**config.mk**
```make
export PLATFORM = sky130hd
export DESIGN_NAME = crc_engine
export DESIGN_NICKNAME = d
export VERILOG_FILES = /design/src/rtl/crc_engine.sv
export SDC_FILE = /design/constraint.sdc
export NUM_CORES = 1
export LEC_CHECK = 0
export CAP_MARGIN = 15
export CORE_MARGIN = 4
export CORE_UTILIZATION = 49
export DETAILED_ROUTE_END_ITERATION = 8
export PLACE_DENSITY = 0.81
export RECOVER_POWER = 50
export REMOVE_ABC_BUFFERS = 1
export SYNTH_ARGS = -nofsm -noshare
export SYNTH_HDL_FRONTEND = slang
export SYNTH_SLANG_ARGS = --single-unit
```
**constraint.sdc**
```tcl
create_clock -name clk -period 1.85 [get_ports clk]
set_input_delay 0.4625 -clock clk [delete_from_list [all_inputs] [get_ports clk]]
set_output_delay 0.4625 -clock clk [all_outputs]
set_load 0.01 [all_outputs]
```
**src/rtl/crc_engine.sv**
```systemverilog
// crc_engine: serial USB CRC generator/checker.
// Folds one data bit per bit_valid into the remainder. On request it shifts
// the complemented remainder out MSB-first under a bit_ready handshake.
// It also flags when the remainder equals the protocol residual, which is
// how the receive side checks a packet.
module crc_engine #(
    parameter int unsigned           CRC_WIDTH = 16,
    parameter logic [CRC_WIDTH-1:0]  POLY      = CRC_WIDTH'(16'h8005),
    parameter logic [CRC_WIDTH-1:0]  INIT      = '1,
    parameter logic [CRC_WIDTH-1:0]  RESIDUAL  = CRC_WIDTH'(16'h800D)
) (
    input  logic                 clk,
    input  logic                 reset,
    input  logic                 clear,
    input  logic                 bit_valid,
    input  logic                 bit_in,
    input  logic                 send_req,
    input  logic                 bit_ready,
    output logic                 crc_out,
    output logic                 crc_out_valid,
    output logic                 crc_busy,
    output logic                 crc_done,
    output logic [CRC_WIDTH-1:0] crc_value,
    output logic                 crc_match
);

    localparam int unsigned MSB   = CRC_WIDTH - 1;
    localparam int unsigned CNT_W = $clog2(CRC_WIDTH + 1);

    localparam logic [CNT_W-1:0] LAST_BIT = CNT_W'(CRC_WIDTH - 1);
    localparam logic [CNT_W-1:0] FULL_CNT = CNT_W'(CRC_WIDTH);

    typedef enum logic [1:0] {
        ST_ACCUM = 2'd0,
        ST_SEND  = 2'd1,
        ST_DONE  = 2'd2
    } state_t;

    state_t                 r_state;
    state_t                 w_next_state;
    logic [CRC_WIDTH-1:0]   r_rem;
    logic [CRC_WIDTH-1:0]   w_rem_next;
    logic [CRC_WIDTH-1:0]   w_rem_step;
    logic [CRC_WIDTH-1:0]   w_rem_shift;
    logic [CNT_W-1:0]       r_bit_cnt;
    logic [CNT_W-1:0]       w_bit_cnt_next;
    logic                   w_fb;
    logic                   w_last_accept;

    // Serial CRC step and send-shift candidates for the remainder.
    always_comb begin
        w_fb        = bit_in ^ r_rem[MSB];
        w_rem_step  = {r_rem[MSB-1:0], 1'b0} ^ (w_fb ? POLY : '0);
        w_rem_shift = {r_rem[MSB-1:0], 1'b1};
    end

    // The accept that consumes the final CRC bit ends the field.
    always_comb begin
        w_last_accept = (r_state == ST_SEND) && bit_ready && (r_bit_cnt == LAST_BIT);
    end

    // FSM state register.
    always_ff @(posedge clk) begin
        if (reset) begin
            r_state <= ST_ACCUM;
        end else begin
            r_state <= w_next_state;
        end
    end

    // FSM next-state logic; clear overrides every transition.
    always_comb begin
        w_next_state = r_state;
        if (clear) begin
            w_next_state = ST_ACCUM;
        end else begin
            case (r_state)
                ST_ACCUM: begin
                    if (send_req && (r_bit_cnt == '0)) begin
                        w_next_state = ST_SEND;
                    end
                end
                ST_SEND: begin
                    if (w_last_accept) begin
                        w_next_state = ST_DONE;
                    end
                end
                ST_DONE: begin
                    w_next_state = ST_ACCUM;
                end
                default: begin
                    w_next_state = ST_ACCUM;
                end
            endcase
        end
    end

    // FSM output decode plus the live remainder views.
    always_comb begin
        crc_out_valid = 1'b0;
        crc_busy      = 1'b0;
        crc_done      = 1'b0;
        case (r_state)
            ST_SEND: begin
                crc_out_valid = 1'b1;
                crc_busy      = 1'b1;
            end
            ST_DONE: begin
                crc_done = 1'b1;
            end
            default: begin
                crc_out_valid = 1'b0;
            end
        endcase
        crc_out   = ~r_rem[MSB];
        crc_value = r_rem;
        crc_match = (r_rem == RESIDUAL);
    end

    // Remainder next value: accumulate in ACCUM, shift out in SEND, reload after DONE.
    always_comb begin
        w_rem_next = r_rem;
        if (clear) begin
            w_rem_next = INIT;
        end else begin
            case (r_state)
                ST_ACCUM: begin
                    if (bit_valid) begin
                        w_rem_next = w_rem_step;
                    end
                end
                ST_SEND: begin
                    if (bit_ready) begin
                        w_rem_next = w_rem_shift;
                    end
                end
                ST_DONE: begin
                    w_rem_next = INIT;
                end
                default: begin
                    w_rem_next = INIT;
                end
            endcase
        end
    end

    // Sent-bit counter next value; saturates at CRC_WIDTH instead of wrapping.
    always_comb begin
        w_bit_cnt_next = r_bit_cnt;
        if (clear) begin
            w_bit_cnt_next = '0;
        end else begin
            case (r_state)
                ST_SEND: begin
                    if (bit_ready && (r_bit_cnt != FULL_CNT)) begin
                        w_bit_cnt_next = r_bit_cnt + CNT_W'(1);
                    end
                end
                ST_DONE: begin
                    w_bit_cnt_next = '0;
                end
                default: begin
                    w_bit_cnt_next = r_bit_cnt;
                end
            endcase
        end
    end

    // Remainder and counter registers.
    always_ff @(posedge clk) begin
        if (reset) begin
            r_rem     <= INIT;
            r_bit_cnt <= '0;
        end else begin
            r_rem     <= w_rem_next;
            r_bit_cnt <= w_bit_cnt_next;
        end
    end

endmodule

```
==> results of run 1 <==
==> per-layer routing <==
layer	vias to the layer above	GRT usage	part of all wire
met4	0	0.05629	0.017
li1	588	-	-
met2	44	0.2887	0.45
met5	-	0	0
met1	559	0.2801	0.45
met3	6	0.04677	0.075
==> state kept, by name, indices dropped and copies added (netlist names) <==
name       cells
crc_value     16
r_bit_cnt      5
r_state        2
==> critical path, delay by kind of cell <==
kind	cells	cell delay (ns)
and+or+nand+nor	1	0.06
muxes	1	0.34
buffers and inverters	2	0.94
AOI/OAI and AO/OA	1	0.20
==> cells in the final DEF, fill, tap and decap left out, types with 2 or more instances in the layout <==
| cell type | count |
|---|---|
| dlygate4sd2_1 | 3 |
| ha_1 | 3 |
| nor2_1 | 6 |
| clkbuf_4 | 3 |
| dfxtp_1 | 16 |
| nor4_1 | 5 |
| o21ai_0 | 8 |
| or4b_1 | 2 |
| o21ai_1 | 6 |
| clkdlybuf4s25_1 | 2 |
| inv_1 | 5 |
| dfxtp_2 | 6 |
| nor3_1 | 20 |
| buf_4 | 21 |
| o2111a_1 | 2 |
| nand2b_1 | 2 |
| mux2i_1 | 3 |
| nand2_1 | 3 |
| clkdlybuf4s50_1 | 19 |
| nand3b_1 | 2 |
| nand3_1 | 7 |
| dlygate4sd3_1 | 2 |
| nor3_2 | 8 |
| clkbuf_1 | 2 |
==> through the flow <==
| stage | area [sq um] | setup TNS [ns] |
|---|---|---|
| after floorplan | 1156 | -0.09171 |
| after global placement | 1634 | -0.06451 |
| after detailed placement | 1634 | -0.09065 |
| after CTS | 1684 | 0 |
| after global routing | 1683 | -0.09661 |
| final | 1683 | 0 |
==> area by class of cell <==
| class | instances | area share |
|---|---|---|
| multi-input cells | 97 | 0.4178 |
| flip-flops and latches | 23 | 0.2803 |
| repair buffers | 50 | 0.2543 |
| well taps | 28 | 0.02082 |
| clock buffers | 4 | 0.01561 |
| inverters | 5 | 0.01115 |
==> cells by family after synthesis <==
| logic type | count (synthesis) |
|---|---|
| buf+inv | 17 |
| mux | 5 |
| compound gates | 21 |
| fa+ha+maj | 3 |
| flops | 23 |
| xor+xnor | 1 |
| simple gates | 67 |
==> worst paths after layout <==
check	slack [ns]	to	start	cells past startpoint
setup / recovery	0.04	crc_value[3]$_SDFFE_PP1P_	bit_ready	5
hold reg to reg	0.52	r_bit_cnt[1]$_SDFFE_PP0P_	r_bit_cnt[1]$_SDFFE_PP0P_	2
hold / removal	0.52	r_bit_cnt[1]$_SDFFE_PP0P_	r_bit_cnt[1]$_SDFFE_PP0P_	2
setup reg to reg	0.25	crc_value[3]$_SDFFE_PP1P_	r_state[0]$_SDFFE_PP0P_	5
==> where the power goes <==
part           leakage, nW  switching, W  total, W  internal, W
Sequential           0.184    0.00000284  0.000501     0.000498
Combinational        0.487     0.0000579  0.000105    0.0000471
Clock               0.0150      0.000144  0.000228    0.0000839
Total                0.686      0.000205  0.000834     0.000629
==> repair_timing <==
item,in CTS,in global routing
endpoints found under the setup margin,4,7
resized for setup,13,9
pin swaps,1,2
hold buffers,0,0
==> cell usage after synthesis <==
| cell type | n |
|---|---|
| a211o_1 | 1 |
| a211oi_2 | 1 |
| a21oi_1 | 1 |
| and3_1 | 1 |
| and4_1 | 1 |
| and4bb_2 | 1 |
| buf_2 | 3 |
| buf_4 | 1 |
| buf_6 | 3 |
| clkbuf_1 | 5 |
| dfxtp_1 | 23 |
| ha_1 | 3 |
| inv_1 | 5 |
| mux2_4 | 1 |
| mux2i_1 | 3 |
| mux2i_2 | 1 |
| nand2_1 | 3 |
| nand2b_1 | 2 |
| nand3_1 | 7 |
| nand3b_1 | 2 |
| nand3b_4 | 1 |
| nor2_1 | 6 |
| nor2b_1 | 1 |
| nor3_1 | 20 |
| nor3_2 | 8 |
| nor3b_1 | 1 |
| nor4_1 | 6 |
| nor4b_1 | 2 |
| nor4bb_1 | 1 |
| o2111a_1 | 2 |
| o2111ai_1 | 1 |
| o21ai_0 | 4 |
| o21ai_1 | 10 |
| o41ai_1 | 1 |
| or2_0 | 1 |
| or3_1 | 1 |
| or4b_1 | 2 |
| xnor2_1 | 1 |
==> flow_summary.toml, run 1 <==
[timing]
fmax_mhz = 551.9
whs_ns = 0.5226
slew_headroom = 0.7191
hold_viol_final = 0
clock_skew_ns = 0.01158
finalSetupViolCount = 0
period_needed_ns = 1.812
post-route-period-util = 0.9794
worstMarginPinSlew_ns = 0.4214
drv_slew = 0
setup_slack_ns = 0.03805

[logic_synthesis]
synthAdderAreaFrac = 0.03049
yosysTopAreaCellShare = 0.3740
yosysSeqAreaShare = 0.3740
ys_ff_latch = 23
yosysWarnings = 0
synth_area_leaders = "dfxtp_1, nor3_1, nor3_2, o21ai_1, ha_1"
synth_cells = 137
netlist_area_sq_mm = 0.001231
synth_xor_area_frac = 0.007114
synthMuxAreaShare = 0.04776
syn_avg_cell_area_sq_um = 8.987
synth-simple-area-share = 0.3537
synth-compound-area-share = 0.1108
synth_top_family_by_area = "simple AND/OR/NAND/NOR gates"
yosys.area.top_type = "dfxtp_1"
ys_types = 38

[pwr]
irDropWorstVdd_mv = 0.3898
powerDensity_mw_per_mm2 = 495.6
power_w = 0.0008341
p_leak_nw = 0.6858

[drt]
first_iter_violations = 57
vias = 1197
via_per_inst = 5.783
antenna_left = 0
dr.pass1.iters = 4
route.final.wire_length_mm = 3.033
drc = 0
post_drt_wl_per_cell_um = 14.65

[place]
io_buffers = 27
dp.final_hpwl_mm = 2.218
gp_congestion = 0.8034
pre_cts_ws_ns = -0.06308
placed_cells = 203

[cells_and_area]
final_layout_size_suffix_gt1_frac = 0.2737
area_delta_synth_final_pct = 36.69
regArea_sq_um = 471.7
diodes = 0
utilization = 0.7326
num-fill-cells = 170
instances_no_fill = 207
final_nets = 190
multiInputGateArea_sq_um = 703.2

[floorplanning]
core_sq_mm = 0.002297
die_y_um = 58.13
initial_core_util = 0.5359
rows = 17
die_w_um = 58.13
die-area_sq_mm = 0.003379
pin_count = 28

[global_routing]
grt_max_degree = 32
grt_overflow_total = 0
grt_pass1_wl_mm = 5.133
grt_usage = 0.1951
grt_pass1_vias = 1067
antenna_found_initial = 0

[worst_setup_path]
cp.required_ns = 2.06
end_kind = "flip-flop"
cp_slowest_cell = "dlygate4sd3_1"
crit_arrival_ns = 2.02
cp-start-kind = "input port"
critical_path.max_stage_delay_ns = 0.63
path_cells = "dlygate4sd3_1 > mux2i_2 > clkbuf_2 > nor3_1 > o21ai_0"
critPathKind = "in2reg"
worst-path-max-fanout = 12

[cts]
htree_levels = 1
root_buffer = "clkbuf_4"
clk-insertion-delay-late_ns = 0.30
clk_pin_slew_ns = 0.11
cts_buffer_depth = 2
clock_sinks = 23
cts_inserted_buffers = 3
cts_tree = "yes"
postCtsSetupBuffers = 0

[run_status]
status = "completed"

[hold_path]
hold_path_class = "reg2reg"

[run]
maxCapViolations = 0
(Power assumes the default switching activity.)
==> run 2: changes to the inputs <==
Settings changed: CORE_ASPECT_RATIO set to 0.8.
Clock period 1.85 ns to 1.8 ns, I/O delays scaled along.
==> run 2 against run 1 <==
  * Global-route usage increased by 0.94 points
  * Sequential power increased by 3%
  * Flip-flop and latch count unchanged
  * Clock skew increased by 0.0023 ns
  * Utilization increased by 3.1 points
  * Worst setup slack got worse by 0.016 ns
  * Non-clock buffer count unchanged
  * Via count decreased by 1.7%
  * First-iteration DRC count decreased by 19%
  * Critical path depth decreased by 2
  * Critical endpoint is now crc_match
  * Largest power group unchanged
==> flow_summary.toml, run 2 (synthesis gave the netlist of run 1 again) <==
[drt]
antenna_left = 0
via_per_inst = 5.526
vias = 1177
drc = 0
first_iter_violations = 46
post_drt_wl_per_cell_um = 14.95
dr.pass1.iters = 4
route.final.wire_length_mm = 3.184

[pwr]
p_seq_frac = 0.591
power_w = 0.0008746
swShare = 0.2571
clock_power_share = 0.284
irDropWorstVdd_mv = 0.3669
powerDensity_mw_per_mm2 = 504.7
power_switching_w = 0.0002248
p_leak_nw = 0.6966
combPwrFrac = 0.125
p_int_w = 0.0006498

[worst_setup_path]
rrSetupSlack_ns = 0.24
crit_arrival_ns = 1.33
critical_path.max_stage_delay_ns = 0.35
end_kind = "primary output"
cp.required_ns = 1.35
r2r_start = "r_state[1]$_SDFFE_PP0P_"
timing.rr.end = "crc_value[2]$_SDFFE_PP1P_"
reg2regPathDepth = 4
cp_slowest_cell = "dfxtp_2"
endpoint = "crc_match"
cp-startpoint = "crc_value[9]$_SDFFE_PP1P_"
critPathKind = "reg2out"
path_cells = "nor4_1 > and4_1 > buf_2"
cp-start-kind = "flip-flop"
worst-path-max-fanout = 2

[global_routing]
grt_pass1_vias = 1118
grt_max_degree = 36
grt_overflow_total = 0
antenna_found_initial = 0
grt_pass1_wl_mm = 5.347
grt_usage = 0.2045

[timing]
post-route-period-util = 0.9877
finalSetupViolCount = 0
worstMarginPinSlew_ns = 0.5278
drv_slew = 0
slew_headroom = 0.6482
period_needed_ns = 1.778
clock_skew_ns = 0.01385
rsz0062_at_grt = "yes"
fmax_mhz = 562.5
whs_ns = 0.5423
hold_viol_final = 0

[floorplanning]
die_w_um = 64.04
initial_core_util = 0.5421
die_y_um = 52.84
core_sq_mm = 0.002271
pin_count = 28
die-area_sq_mm = 0.003384
rows = 15

[run_status]
status = "completed"

[cts]
root_buffer = "clkbuf_4"
clock_sinks = 23
clk_pin_slew_ns = 0.14
cts_tree = "yes"
cts_buffer_depth = 2
htree_levels = 1
postCtsSetupBuffers = 0
cts_inserted_buffers = 3
clk-insertion-delay-late_ns = 0.32

[hold_path]
hold_path_class = "reg2reg"

[run]
maxCapViolations = 0

[cells_and_area]
num-fill-cells = 151
final_cell_mix = "buf_4, nor3_1, dfxtp_1"
diodes = 0
largest_reg_flops = 16
area_delta_synth_final_pct = 40.75
final_nets = 190
final_layout_size_suffix_gt1_frac = 0.3073
mostFrequentLayoutCell = "buf_4"
instances_no_fill = 213

[place]
gp_congestion = 0.8010
dp.final_hpwl_mm = 2.263
placed_cells = 209
io_buffers = 27
-- run 2: changes by cell type in the layout (fill, tap and decap cells not counted), moves of 2 or more --
cell,change
buf_4,+2
o21ai_0,-4
dlygate4sd3_1,-2
clkdlybuf4s50_1,-13
dfxtp_1,-3
o21ai_1,+4
dfxtp_2,+4
dlymetal6s2s_1,+12
-- run 2: power by group through the flow --
stage / logic [W] / clock network, W / registers [W]
floorplan: 0.0000490 / 0 / 0.000533
global placement: 0.000109 / 0 / 0.000527
detailed placement: 0.000111 / 0 / 0.000528
CTS: 0.000110 / 0.000248 / 0.000517
global route: 0.000118 / 0.000273 / 0.000518
finish: 0.000110 / 0.000248 / 0.000517
-- run 2: layout make-up --
type / count / area, sq um / area share
tap: 34 / 42.54 / 0.02455
timing repair buffer: 50 / 456.7 / 0.2635
sequential: 23 / 473.0 / 0.2729
clock buffer: 4 / 26.28 / 0.01516
multi-input combinational: 97 / 715.7 / 0.4130
inverter: 5 / 18.77 / 0.01083
-- run 2: critical path: cells and delay by family, from the launching register on --
family | cells | cell delay [ns]
flip-flops | 1 | 0.35
buffers and inverters | 1 | 0.13
AND/OR/NAND/NOR | 2 | 0.53
-- run 2: metrics by stage --
step	cell area (sq um)	utilization	worst slack, ns	setup TNS (ns)
floorplan	1156	-	-0.1292	-0.1292
global placement	1642	0.7229	-0.06280	-0.1224
detailed placement	1642	0.7229	-0.1159	-0.1820
CTS	1680	0.7399	-0.04829	-0.05568
global route	1733	0.7631	-0.08813	-0.08813
finish	1733	0.7631	0.02213	0
-- run 2: worst min-delay path by stage --
stage | startpoint | end | cells after the start
global placement | r_bit_cnt[1]$_SDFFE_PP0P_ | r_bit_cnt[1]$_SDFFE_PP0P_ | 2
floorplan | r_bit_cnt[1]$_SDFFE_PP0P_ | r_bit_cnt[1]$_SDFFE_PP0P_ | 2
finish | r_bit_cnt[1]$_SDFFE_PP0P_ | r_bit_cnt[1]$_SDFFE_PP0P_ | 2
CTS | r_bit_cnt[1]$_SDFFE_PP0P_ | r_bit_cnt[1]$_SDFFE_PP0P_ | 2
global route | r_bit_cnt[1]$_SDFFE_PP0P_ | r_bit_cnt[1]$_SDFFE_PP0P_ | 2
detailed placement | r_bit_cnt[1]$_SDFFE_PP0P_ | r_bit_cnt[1]$_SDFFE_PP0P_ | 2
-- run 2: metal layers --
metal / track usage / share of wire
met2: 0.3431 / 0.47
met1: 0.2642 / 0.47
met3: 0.04936 / 0.039
met5: 0 / 0
met4: 0.05018 / 0.016
-- run 2: what timing repair did --
item	in CTS	in global routing
setup endpoints to repair	7	16
endpoints found under the hold margin	0	0
hold buffers	0	0
gates resized for setup	14	27
pin swaps	1	3
==> run 3: changes to the inputs <==
Settings changed: CORE_UTILIZATION 49 to 45, PLACE_DENSITY 0.81 to 0.76, SETUP_SLACK_MARGIN set to 0.1.
==> run 3 against run 2 <==
  * Global-route usage decreased by 0.59 points
  * Combinational power about the same
  * Clock power decreased by 2%
  * First-iteration DRC count increased by 87%
  * Fmax increased by 0.57%
  * Non-clock buffer count increased by 2
  * Via count decreased by 0.76%
  * Critical path depth unchanged
  * Flip-flop and latch count unchanged
  * Sequential power about the same
  * Die area increased by 7.6%
  * Routed wire length increased by 0.69%
==> flow_summary.toml, run 3 (synthesis gave the netlist of run 1 again) <==
[global_routing]
use_met2 = 0.3591
grt_usage = 0.1987
grt_pass1_vias = 1171
antenna_found_initial = 0
grt_max_degree = 36
grt_pass1_wl_mm = 5.492
grt_overflow_total = 0
grt_use_met1 = 0.2491
grt_use_met3 = 0.03696
grt.busiest_layer = "met2"

[hold_path]
hold_path_class = "reg2reg"

[timing]
finalSetupViolCount = 0
whs_ns = 0.5219
worstMarginPinSlew_ns = 0.5057
fmax_mhz = 565.7
post-route-period-util = 0.9821
hold_viol_final = 0
drv_slew = 0
slew_headroom = 0.6605
setup_slack_ns = 0.03225
clock_skew_ns = 0.01676
rsz0062_at_grt = "yes"
period_needed_ns = 1.768

[floorplanning]
pin_count = 28
die-area_sq_mm = 0.003642
initial_core_util = 0.4881
die_y_um = 54.79
rows = 16
die_w_um = 66.48
core_sq_mm = 0.002522

[place]
dp.final_hpwl_mm = 2.393
pre_cts_ws_ns = -0.1016
placed_cells = 213
gp_congestion = 0.7801
io_buffers = 27

[worst_setup_path]
critical_path.max_stage_delay_ns = 0.36
cpLargestDelayFamily = "simple AND/OR/NAND/NOR gates"
cp_slowest_cell = "dfxtp_2"
cp.required_ns = 1.35
path_buf_inv = 1
critPathKind = "reg2out"
path_cells = "nor4_4 > and4_1 > buf_2"
worst-path-max-fanout = 2
crit_arrival_ns = 1.32
cp-start-kind = "flip-flop"
end_kind = "primary output"

[cells_and_area]
final_cell_mix = "nor3_1, dlygate4sd2_1, buf_4"
final_layout_size_suffix_gt1_frac = 0.2652
regArea_sq_um = 469.2
utilization = 0.6612
area_delta_synth_final_pct = 35.47
final_nets = 192
diodes = 0
instances_no_fill = 217
num-fill-cells = 235
largest_reg_flops = 16
multiInputGateArea_sq_um = 705.7
mostFrequentLayoutCell = "nor3_1"

[drt]
vias = 1168
antenna_left = 0
dr.pass1.iters = 4
via_per_inst = 5.382
first_iter_violations = 86
route.final.wire_length_mm = 3.206
post_drt_wl_per_cell_um = 14.77
drc = 0

[cts]
cts_buffer_depth = 2
cts_tree = "yes"
cts_inserted_buffers = 3
clk-insertion-delay-late_ns = 0.32
htree_levels = 1
root_buffer = "clkbuf_4"
clk_pin_slew_ns = 0.14
clock_sinks = 23

[pwr]
p_leak_nw = 0.6070
powerDensity_mw_per_mm2 = 520.8
irDropWorstVdd_mv = 0.4324

[run]
maxCapViolations = 0

[run_status]
status = "completed"
==> run 3: cell count changes in the layout (fill, tap and decap cells not counted), sizes merged <==
cell           before  now
buf                24   19
clkdlybuf4s50       6    5
clkinv              0    1
dlygate4sd3         0    1
dlygate4sd2         4   19
dlymetal6s2s       12    0
clkdlybuf4s25       3    0
clkbuf              5   11
==> run 3: cell type report <==
class	instances	share of cell area
Clock buffer	3	0.01350
Clock inverter	1	0.003001
Inverter	5	0.01125
Multi-Input combinational cell	97	0.4231
Sequential cell	23	0.2813
Tap cell	36	0.02701
Timing Repair Buffer	52	0.2408
==> run 3: power breakdown <==
part	total, W	switching (W)	internal [W]
logic	0.000110	0.0000622	0.0000480
registers	0.000517	0.00000291	0.000514
clock network	0.000242	0.000159	0.0000831
total	0.000869	0.000224	0.000645
==> run 3: routing by layer <==
metal / up-vias / part of all wire
met1: 553 / 0.47
met2: 20 / 0.49
met5: - / 0
li1: 593 / -
met3: 2 / 0.033
met4: 0 / 0.0084
==> run 3: worst paths after layout <==
path / start / slack (ns) / to / cells past startpoint
hold / removal: r_bit_cnt[1]$_SDFFE_PP0P_ / 0.52 / r_bit_cnt[1]$_SDFFE_PP0P_ / 2
setup reg to reg: r_state[1]$_SDFFE_PP0P_ / 0.10 / crc_value[15]$_SDFFE_PP1P_ / 4
setup / recovery: crc_value[13]$_SDFFE_PP1P_ / 0.03 / crc_match / 3
hold reg to reg: r_bit_cnt[1]$_SDFFE_PP0P_ / 0.52 / r_bit_cnt[1]$_SDFFE_PP0P_ / 2
==> run 3: worst reg2reg max path: stages (launching register included) <==
cell      delay (ns)
dfxtp_1         0.35
clkbuf_4        0.31
or4b_1          0.59
nor4_1          0.24
nor3_1          0.11
==> run 3: stage by stage <==
| step | cell area [sq um] | total power (W) | TNS [ns] |
|---|---|---|---|
| final | 1668 | 0.0008686 | 0 |
| after global routing | 1668 | 0.0009065 | -0.1032 |
| after CTS | 1688 | 0.0008758 | -0.08676 |
| after detailed placement | 1659 | 0.0006427 | -0.3798 |
| after global placement | 1659 | 0.0006402 | -0.1051 |
| after floorplan | 1156 | 0.0005817 | -0.1292 |
==> run 3: repair_timing <==
| action | CTS | global route |
|---|---|---|
| hold buffers | 0 | 0 |
| buffers inserted | 0 | 0 |
| setup endpoints to repair | 21 | 2 |
| gates resized for setup | 34 | 6 |
| pin swaps | 2 | 3 |
